--- src/rtl/ibus_arbiter_pkg.sv ---
// Shared types and constants for the IBUS three-master arbiter.
// Master indices: DMAC, CPU data, CPU instruction fetch.
package ibus_arbiter_pkg;

    typedef enum logic [1:0] {
        StIdle,
        StOwn,
        StLocked
    } ibus_arb_state_t;

    localparam logic [1:0] IBA_DMAC = 2'd0;
    localparam logic [1:0] IBA_DATA = 2'd1;
    localparam logic [1:0] IBA_INST = 2'd2;

    function automatic logic [2:0] idx_to_onehot(input logic [1:0] idx);
        return 3'b001 << idx;
    endfunction

    function automatic logic [1:0] onehot_to_idx(input logic [2:0] oh);
        if (oh[1]) return IBA_DATA;
        if (oh[2]) return IBA_INST;
        return IBA_DMAC;
    endfunction

endpackage

--- src/rtl/ibus_arb_pick.sv ---
// Combinational winner picker. Macro IBUS_ARB_RR_EN selects round-robin starting after LAST;
// otherwise fixed priority M0 > M1 > M2.
module ibus_arb_pick
    import ibus_arbiter_pkg::*;
(
    input  logic [2:0] REQ,
    input  logic [1:0] LAST,
    output logic [2:0] WIN,
    output logic [1:0] WIN_IDX
);

`ifdef IBUS_ARB_RR_EN
    logic [1:0] first, second, third;

    always_comb begin
        unique case (LAST)
            2'd0: begin
                first  = IBA_DATA;
                second = IBA_INST;
                third  = IBA_DMAC;
            end
            2'd1: begin
                first  = IBA_INST;
                second = IBA_DMAC;
                third  = IBA_DATA;
            end
            default: begin
                first  = IBA_DMAC;
                second = IBA_DATA;
                third  = IBA_INST;
            end
        endcase

        WIN = 3'b000;
        if (REQ[first]) WIN = idx_to_onehot(first);
        else if (REQ[second]) WIN = idx_to_onehot(second);
        else if (REQ[third]) WIN = idx_to_onehot(third);
    end
`else
    logic [1:0] unused_last;
    assign unused_last = LAST;

    always_comb begin
        WIN = 3'b000;
        if (REQ[0]) WIN = 3'b001;
        else if (REQ[1]) WIN = 3'b010;
        else if (REQ[2]) WIN = 3'b100;
    end
`endif

    assign WIN_IDX = onehot_to_idx(WIN);

endmodule

--- src/rtl/ibus_arbiter.sv ---
// Three-master IBUS arbiter: registered one-hot grant, owner mux, lock holding.
// Build with IBUS_ARB_RR_EN for round-robin arbitration instead of fixed priority.
module ibus_arbiter
    import ibus_arbiter_pkg::*;
(
    input  logic        CLK,
    input  logic        RST,
    input  logic        CE_R,
    input  logic        CE_F,
    input  logic [31:0] M0_A,
    input  logic [31:0] M0_DI,
    input  logic [3:0]  M0_BA,
    input  logic        M0_WE,
    input  logic        M0_REQ,
    input  logic        M0_LOCK,
    output logic        M0_BUSY,
    input  logic [31:0] M1_A,
    input  logic [31:0] M1_DI,
    input  logic [3:0]  M1_BA,
    input  logic        M1_WE,
    input  logic        M1_REQ,
    input  logic        M1_LOCK,
    output logic        M1_BUSY,
    input  logic [31:0] M2_A,
    input  logic [31:0] M2_DI,
    input  logic [3:0]  M2_BA,
    input  logic        M2_WE,
    input  logic        M2_REQ,
    input  logic        M2_LOCK,
    output logic        M2_BUSY,
    output logic [31:0] M_DO,
    output logic [31:0] IBUS_A,
    output logic [31:0] IBUS_DI,
    output logic [3:0]  IBUS_BA,
    output logic        IBUS_WE,
    output logic        IBUS_REQ,
    output logic        IBUS_LOCK,
    input  logic [31:0] IBUS_DO,
    input  logic        IBUS_BUSY,
    output logic [2:0]  GNT
);

    ibus_arb_state_t state_q, state_d;
    logic [2:0] gnt_q, gnt_d;
    logic [1:0] last_q, last_d;
    logic [2:0] req, lock, win;
    logic [1:0] win_idx;
    logic       owner_req, owner_lock, done;

    logic unused_ce_f;
    assign unused_ce_f = CE_F;

    assign req  = {M2_REQ, M1_REQ, M0_REQ};
    assign lock = {M2_LOCK, M1_LOCK, M0_LOCK};

    assign owner_req  = |(gnt_q & req);
    assign owner_lock = |(gnt_q & lock);
    assign done       = owner_req & ~IBUS_BUSY;

    ibus_arb_pick u_pick (
        .REQ    (req),
        .LAST   (last_q),
        .WIN    (win),
        .WIN_IDX(win_idx)
    );

    always_ff @(posedge CLK) begin
        if (RST) begin
            state_q <= StIdle;
            gnt_q   <= 3'b000;
            last_q  <= IBA_INST;
        end else if (CE_R) begin
            state_q <= state_d;
            gnt_q   <= gnt_d;
            last_q  <= last_d;
        end
    end

    always_comb begin
        state_d = state_q;
        gnt_d   = gnt_q;
        last_d  = last_q;
        unique case (state_q)
            StIdle: begin
                if (|req) begin
                    state_d = StOwn;
                    gnt_d   = win;
                    last_d  = win_idx;
                end
            end
            StOwn: begin
                if (!owner_req) begin
                    state_d = StIdle;
                    gnt_d   = 3'b000;
                end else if (done) begin
                    state_d = owner_lock ? StLocked : StIdle;
                    gnt_d   = owner_lock ? gnt_q : 3'b000;
                end
            end
            StLocked: begin
                // A pending owner access proceeds as in OWN; an idle owner holds while locked.
                if (owner_req) begin
                    if (done) begin
                        state_d = owner_lock ? StLocked : StIdle;
                        gnt_d   = owner_lock ? gnt_q : 3'b000;
                    end
                end else if (!owner_lock) begin
                    state_d = StIdle;
                    gnt_d   = 3'b000;
                end
            end
            default: begin
                state_d = StIdle;
                gnt_d   = 3'b000;
            end
        endcase
    end

    assign IBUS_A  = ({32{gnt_q[0]}} & M0_A)  | ({32{gnt_q[1]}} & M1_A)  | ({32{gnt_q[2]}} & M2_A);
    assign IBUS_DI = ({32{gnt_q[0]}} & M0_DI) | ({32{gnt_q[1]}} & M1_DI) | ({32{gnt_q[2]}} & M2_DI);
    assign IBUS_BA = ({4{gnt_q[0]}} & M0_BA)  | ({4{gnt_q[1]}} & M1_BA)  | ({4{gnt_q[2]}} & M2_BA);
    assign IBUS_WE = (gnt_q[0] & M0_WE) | (gnt_q[1] & M1_WE) | (gnt_q[2] & M2_WE);

    assign IBUS_REQ  = owner_req;
    assign IBUS_LOCK = owner_lock;

    assign M0_BUSY = M0_REQ & (~gnt_q[0] | IBUS_BUSY);
    assign M1_BUSY = M1_REQ & (~gnt_q[1] | IBUS_BUSY);
    assign M2_BUSY = M2_REQ & (~gnt_q[2] | IBUS_BUSY);

    assign M_DO = IBUS_DO;
    assign GNT  = gnt_q;

endmodule

--- config.mk ---
export PLATFORM = sky130hd
export DESIGN_NAME = ibus_arbiter
export DESIGN_NICKNAME = d
export VERILOG_FILES = /design/src/rtl/ibus_arbiter_pkg.sv /design/src/rtl/ibus_arb_pick.sv /design/src/rtl/ibus_arbiter.sv
export SDC_FILE = /design/constraint.sdc
export NUM_CORES = 1
export LEC_CHECK = 0
export ABC_AREA = 1
export BUFFER_PORTS_ARGS = -buffer_cell sky130_fd_sc_hd__buf_2
export CAP_MARGIN = 10
export CORE_AREA = 2 2 138 140
export CTS_CLUSTER_DIAMETER = 60
export CTS_CLUSTER_SIZE = 8
export DETAILED_ROUTE_END_ITERATION = 6
export DIE_AREA = 0 0 140 142
export GPL_ROUTABILITY_DRIVEN = 0
export PLACE_DENSITY = 0.43
export SLEW_MARGIN = 20
export SYNTH_ARGS = -nofsm -noshare
export SYNTH_HDL_FRONTEND = slang
export SYNTH_SLANG_ARGS = --single-unit
export TNS_END_PERCENT = 1
--- constraint.sdc ---
create_clock -name CLK -period 1.4 [get_ports CLK]
set_input_delay 0.07 -clock CLK [delete_from_list [all_inputs] [get_ports CLK]]
set_output_delay 0.07 -clock CLK [all_outputs]
set_load 0.05 [all_outputs]
Word-level counts from Yosys, hierarchy flattened
Cells that the tools add are included.
W data, S select, Z words.

storage, ports and cells
  output and inout bits = 109
  logic and storage cells = 61
  bits in registers = 5

cells by class
  equal/unequal tests = 4
  mux-type cells = 16
  reductions and logical operators = 6
  bitwise gates (word level) = 33

operator list
  cell                  count
  $and A32 B32 Y32      6
  $or A32 B32 Y32       4
  $mux W3               8
  $and A4 B4 Y4         3
  $mux W2               6
  $pmux W3 S3           1
  $reduce_or A3 Y1      3
  $or A4 B4 Y4          2
  $and A1 B1 Y1         7
  $and A3 B3 Y3         2
  $pmux W2 S3           1
  $or A1 B1 Y1          5
  $not A1 Y1            4
  $ne A3 B3 Y1 const B  1
  $reduce_and A3 Y1     1
  $eq A2 B1 Y1 const B  1
  $eq A2 B2 Y1 const B  1
  $logic_not A2 Y1      1
  $ne A2 B2 Y1 const B  1
  $reduce_and A2 Y1     1

Depth between registers and ports, before layout
Gate-level depths: netlist of the first run.

  depth in word-level cells = 6
  gate-level depth with buffers = 11
  depth with buffers taken out = 11

Modules after synthesis
Synthesis of the first run repeated with hierarchy kept, for this count alone.

unflattened totals
  cell total of the unflattened synthesis = 422
  area, all modules = 2018.2 µm²

modules (own cells, without submodules)
  module         cells each  seq. area each (µm²)  area an instance (µm²)  times used
  ibus_arbiter   415         140.1                 1981.9                  1
  ibus_arb_pick  7           0.0                   36.3                    1

Worst setup path after synthesis of the first run
No wires, ideal clock.

  path type = register -> output
  start = register gnt_q[0] (netlist: GNT[0])
  end = output M0_BUSY
  setup slack = -0.736 ns
  buffers on the path = 2
  arrival time = 2.066 ns
  stages on the path, launching flop included = 4
  cell sequence = dfxtp_1 buf_4 clkbuf_1 a21boi_0

on the way
  cells in the longest elaborated chain, start to end = 3

RTL lines
  what                    RTL line             RTL
  from (decl)             ibus_arbiter.sv:44   logic [2:0] gnt_q, gnt_d;
  from (signal assigned)  ibus_arbiter.sv:74   gnt_q <= gnt_d;
  $not A1 Y1              ibus_arbiter.sv:127  assign M0_BUSY = M0_REQ & (~gnt_q[0] | IBUS_BUSY);
  $or A1 B1 Y1            ibus_arbiter.sv:127
  $and A1 B1 Y1           ibus_arbiter.sv:127
  to (decl)               ibus_arbiter.sv:16   output logic M0_BUSY,

Every way passes these cells.

Final worst setup path of the first run
  start = register gnt_q[1] (netlist: GNT[1])
  end = output IBUS_DI[9]

on the way
  cells in the longest elaborated chain, start to end = 3

RTL lines
  what                           RTL line             RTL
  $and A32 B32 Y32               ibus_arbiter.sv:120  assign IBUS_DI = ({32{gnt_q[0]}} & M0_DI) | ({32{gnt_q[1]}} & M1_DI) | ({32{gnt_q[2]}} & M2_DI);
  $or A32 B32 Y32 (2 in series)  ibus_arbiter.sv:120
  to (decl)                      ibus_arbiter.sv:33   output logic [31:0] IBUS_DI,

Every way passes these cells.

==> results by group, run 1 <==
Outcome
  • Status: finished, violations left
  • Failing checks: DRC

Logic synthesis
  • Synth Area in XOR/XNOR: 0%
  • Adder-Cell Fraction of Synth Area: 2.62%
  • Gate Count Post-Synth: 405
  • Simple-gate share of the synthesized area: 70.1%
  • Warnings from Yosys: 0
  • Syn nets: 659
  • Multiplexer area fraction after synthesis: 0%
  • Synth Area in Compound Gates: 2.16%
  • Distinct cells, synth: 16
  • Yosys reg bits: 5
  • Syn Std Cell Area: 0.00191 mm²
  • Synth Area per Inst: 4.72 µm²
  • Sequential area share after synthesis: 5.24%
  • Main combinational cell family by area after synthesis: simple AND/OR/NAND/NOR gates

Worst setup path
  • Reg2reg start: state_q[0]$_SDFFE_PP0P_
  • CP startpoint: GNT[1]$_SDFFE_PP0P_
  • R2R cell count: 10
  • CP Max Fanout: 36
  • Critical path arrival: 1.28 ns
  • Critical Path Source Type: flop
  • Worst EP required: 1.33 ns
  • CP endpoint kind: output pin
  • Critical setup path kind: flop to output pin

Global route
  • Number of global-route vias before repair: 3148
  • Global route overflow: 0
  • First-pass GRT wire length: 15700 µm
  • Total GRT Usage: 9.78%
  • Initial antenna violation count: 1
  • Largest net degree at the start of global routing: 39

Job
  • Max-cap viol count: 0

Clocking
  • Clock Tree Root: clkbuf_16
  • CTS tree: yes
  • Cts bufs inserted: 3
  • Reg clk slew, reported paths: 0.03 ns
  • H-tree depth: 1
  • CTS sink count: 5
  • Clock buffer depth: 2
  • Skew-Pair Late Insertion Delay: 0.23 ns

Timing
  • Final period utilization: 96.6%
  • Slew @ Worst Pin: 0.260 ns
  • Setup violations, final: 0
  • Slew Viols, Final: 0
  • RSZ-0062 raised after global routing: true
  • Fin. Hold Viols: 0
  • Tmin final: 1.35 ns
  • Fin worst setup slack: 0.0483 ns
  • Max_slew headroom: 82.8%
  • Fmax: 740 MHz
  • Worst Skew: 0.00426 ns

Die
  • Ports: 359
  • Die ar.: 0.0199 mm²
  • Die H: 142 µm
  • Die Wd: 140 µm
  • Core Region: 0.0185 mm²
  • Initial Utilization: 10.4%
  • Row cnt: 50

Placement
  • Placed inst area: 0.00364 mm²
  • Port bufs: 293
  • HPWL after DPL: 9240 µm
  • Post-place setup slack: 0.0557 ns

Drt
  • ANT nets after route: 0
  • 1st-iter DRT viols: 157
  • Vias: 3446
  • Post-Route WL: 11300 µm
  • Avg WL per Cell: 12.6 µm
  • Pre-Repair DR Iteration Count: 7
  • DR vias/cell: 3.83
  • DRC: 25

Layout
  • Reg area: 113 µm²
  • Commonest non-fill, non-tap cell in the layout: nand2_1
  • Final Instance Area: 0.00400 mm²
  • Commonest non-fill, non-tap cells in the layout: 230 x nand2_1, 229 x buf_2, 58 x nand3_1
  • # diodes: 0
  • Fill count: 2162
  • Synth-to-Final Area Change: 110%
  • Multi-input logic area: 0.00152 mm²
  • Share of cells above drive strength 1: 52.3%
  • Nets: 920

Min path
  • WHS Path Cells: 2
  • Hold Crit Start: RST
  • Hold Crit Class: input pin to flop

Power and ir drop
  • Leak Pwr: 2.29 nW
  • VDD IR max: 0.331 mV
  • P per Cell Area: 514 mW/mm²
[final cells by class]
type,count,share of cell area (%)
Clock buffer,4,1.97
Inverter,10,0.938
Sequential cell,5,2.81
Timing Repair Buffer,312,49.1
Tap cell,234,7.31
Multi-Input combinational cell,334,37.9
[Yosys cell counts]
| cell | n | area share [%] |
|---|---|---|
| nand2_2 | 6 | 2.0 |
| a21boi_0 | 1 | 0.39 |
| buf_4 | 35 | 14 |
| nand3_4 | 1 | 0.92 |
| nand2_1 | 230 | 45 |
| inv_1 | 10 | 2.0 |
| ha_1 | 4 | 2.6 |
| a21oi_1 | 5 | 1.3 |
| nor2_1 | 11 | 2.2 |
| clkbuf_1 | 21 | 4.1 |
| o21ai_2 | 1 | 0.46 |
| nor2_2 | 1 | 0.33 |
| nand4_1 | 1 | 0.33 |
| nor3b_1 | 1 | 0.39 |
| dfxtp_1 | 5 | 5.2 |
| nand3_1 | 72 | 19 |
[stage by stage]
stage,total power [W],setup TNS [ns],utilization (%),instances,hold WS [ns]
floorplan,0.00117,-19.85,-,405,0.139
global placement,0.00149,0,19.7,893,0.140
detailed placement,0.00149,0,19.7,893,0.140
CTS,0.00200,0,20.5,897,0.0660
global route,0.00218,-0.00115,21.7,899,0.0873
finish,0.00206,0,21.7,899,0.0651
[routing by layer]
layer  track usage [%]  vias up  wire length (µm)
li1                  -     1755                 -
met1              10.2     1474              4150
met2              19.3      193              5950
met3              2.76       24              1060
met4              2.13        0               141
met5                 0        -                 0
[flip-flops by register name (all words and copies together), names as in the netlist]
signal and flops:
GNT 3, state_q 2
[worst paths after layout]
check	to	slack, ns
hold reg to reg	state_q[1]$_SDFFE_PP0P_	0.55
hold / removal	GNT[2]$_SDFFE_PP0P_	0.07
setup / recovery	IBUS_DI[9]	0.05
setup reg to reg	state_q[0]$_SDFFE_PP0P_	0.09
[where the power goes]
part,internal (W),switching (W),leakage [nW]
Clock,0.000378,0.0000962,0.0382
Sequential,0.000149,0.0000142,0.0436
Combinational,0.000552,0.000868,2.21
Total,0.00108,0.000979,2.29
[kinds of logic after synthesis]
kind of cell	after synthesis
simple gates	323
buf+inv	66
compound gates	7
flops	5
fa+ha+maj	4
[worst max-delay path, cell delays in order (launching register included)]
cell     delay [ns]
dfxtp_4        0.41
buf_12         0.20
nand2_1        0.07
nand3_1        0.09
buf_2          0.27
[timing repair]
| item | CTS | global route |
|---|---|---|
| endpoints found under the setup margin | 67 | 65 |
| hold buffers | 0 | 0 |
| gates cloned | 0 | 2 |
| resized for setup | 27 | 69 |
| endpoints found under the hold margin | 0 | 0 |
| buffers inserted | 0 | 0 |
Power figures use the tool's default switching activity.
==> inputs of run 2 (changes only) <==
CELL_PAD_IN_SITES_DETAIL_PLACEMENT = 0   (was not set)
CELL_PAD_IN_SITES_GLOBAL_PLACEMENT = 2   (was not set)
CORE_AREA = not set   (was 2 2 138 140)
CORE_MARGIN = 2   (was not set)
CORE_UTILIZATION = 10   (was not set)
DIE_AREA = not set   (was 0 0 140 142)
PLACE_DENSITY = 0.95   (was 0.43)
==> results by group, run 2 (synthesis gave the netlist of run 1 again) <==
Drt
  • Pre-Repair DR Iteration Count: 5
  • Avg WL per Cell: 11.9 µm
  • Post-Route WL: 10600 µm
  • DRC: 0
  • DR vias/cell: 3.81
  • Vias: 3411
  • ANT nets after route: 0
  • 1st-iter DRT viols: 105

Worst setup path
  • FF-to-FF End: GNT[0]$_SDFFE_PP0P_
  • CP Max Fanout: 34
  • R2R cell count: 9
  • Critical setup path kind: flop to output pin
  • CP endpoint kind: output pin
  • Critical path arrival: 1.29 ns
  • Worst EP required: 1.33 ns
  • Reg2reg start: state_q[0]$_SDFFE_PP0P_
  • Worst setup path endpoint: IBUS_A[22]
  • CP startpoint: GNT[0]$_SDFFE_PP0P_
  • R2R setup slack: 0.08 ns
  • Critical Path Source Type: flop

Die
  • Die Wd: 142 µm
  • Ports: 359
  • Row cnt: 50
  • Core Region: 0.0187 mm²
  • Die ar.: 0.0202 mm²
  • Die H: 142 µm
  • Initial Utilization: 10.2%

Layout
  • Nets: 916
  • # diodes: 0
  • Largest register FFs: 3
  • Non-filler instance count after layout: 895
  • Synth-to-Final Area Change: 103%
  • Share of cells above drive strength 1: 52.3%
  • Fill count: 2179
  • Commonest non-fill, non-tap cell in the layout: buf_2
  • Commonest non-fill, non-tap cells in the layout: 240 x buf_2, 228 x nand2_1, 59 x nand3_1

Timing
  • Fmax: 738 MHz
  • Slew Viols, Final: 0
  • Final period utilization: 96.8%
  • Worst Skew: 0.00285 ns
  • Max_slew headroom: 82.1%
  • Slew @ Worst Pin: 0.270 ns
  • Fin. Hold Viols: 0
  • RSZ-0062 raised after global routing: true
  • Setup tns final: 0 ns
  • Tmin final: 1.36 ns
  • Setup violations, final: 0

Clocking
  • Hold Buf Count CTS: 0
  • Reg clk slew, reported paths: 0.03 ns
  • CTS sink count: 5
  • Skew-Pair Late Insertion Delay: 0.23 ns
  • Clock buffer depth: 2
  • Cts bufs inserted: 3
  • Clock Tree Root: clkbuf_16
  • H-tree depth: 1
  • CTS tree: yes

Job
  • Max-cap viol count: 0

Power and ir drop
  • P per Cell Area: 522 mW/mm²
  • Leak Pwr: 2.24 nW
  • VDD IR max: 0.273 mV
  • Pwr Total: 0.00203 W

Min path
  • Hold Crit Start: RST
  • Hold Crit Class: input pin to flop

Global route
  • Total GRT Usage: 8.57%
  • First-pass GRT wire length: 14100 µm
  • Global route overflow: 0
  • Initial antenna violation count: 0
  • Number of global-route vias before repair: 2935
  • Largest net degree at the start of global routing: 40

Outcome
  • Status: finished clean

Placement
  • Port bufs: 293
  • HPWL after DPL: 8650 µm
  • Placed cells: 889
==> run 2: cell types whose count changed in the layout (fill, tap and decap cells not counted), sizes merged <==
cell,before,now
buf,282,284
clkbuf,34,28
==> run 2: cell type report <==
cell class / instances / area [µm²] / area share [%]
multi-input cells: 334 / 1530 / 39.3
repair buffers: 308 / 1830 / 47.2
flip-flops and latches: 5 / 114 / 2.93
well taps: 234 / 293 / 7.54
inverters: 10 / 37.5 / 0.967
clock buffers: 4 / 78.8 / 2.03
==> run 2: power breakdown <==
group	switching, W	internal, W	total (W)
clock	0.000106	0.000379	0.000484
sequential	0.0000153	0.000150	0.000165
combinational	0.000861	0.000516	0.00138
total	0.000983	0.00104	0.00203
==> run 2: per-layer routing <==
layer | wire (µm) | GRT usage, % | vias to the layer above | share of wire [%]
met4 | 219 | 2.53 | 0 | 2.1
met5 | 0 | 0 | - | 0
met1 | 4210 | 9.91 | 1472 | 40
met3 | 778 | 1.28 | 27 | 7.3
met2 | 5420 | 16.2 | 161 | 51
li1 | - | - | 1751 | -
==> run 2: worst min path at each step <==
stage / cells after the start / slack (ns) / end
after floorplan: 1 / 0.14 / GNT[0]$_SDFFE_PP0P_
after global placement: 0 / 0.14 / M_DO[15]
after detailed placement: 0 / 0.14 / M_DO[15]
after CTS: 2 / 0.05 / GNT[1]$_SDFFE_PP0P_
after global routing: 2 / 0.07 / GNT[1]$_SDFFE_PP0P_
final: 2 / 0.05 / GNT[1]$_SDFFE_PP0P_
==> run 2: through the flow <==
step           utilization [%]  hold WS (ns)  setup slack [ns]  area, µm²
5_1_grt                   20.8        0.0738           -0.0468       3880
2_1_floorplan                -         0.139            -0.289       1980
6_report                  20.8        0.0527            0.0444       3880
3_3_place_gp              19.1         0.140            0.0745       3580
4_1_cts                   19.9        0.0546          -0.00234       3720
3_5_place_dp              19.1         0.140            0.0560       3580
==> run 2: worst max-delay path, cell delays in order (launching register included) <==
cell and delay [ns]:
dfxtp_4 0.42, buf_12 0.20, nand2_1 0.07, nand3_1 0.15
buf_6 0.18
==> run 2: timing repair <==
action / CTS / global route
resized for setup: 27 / 52
pin swaps: 0 / 1
gates cloned: 0 / 1
buffers inserted: 0 / 1
setup endpoints to repair: 38 / 30
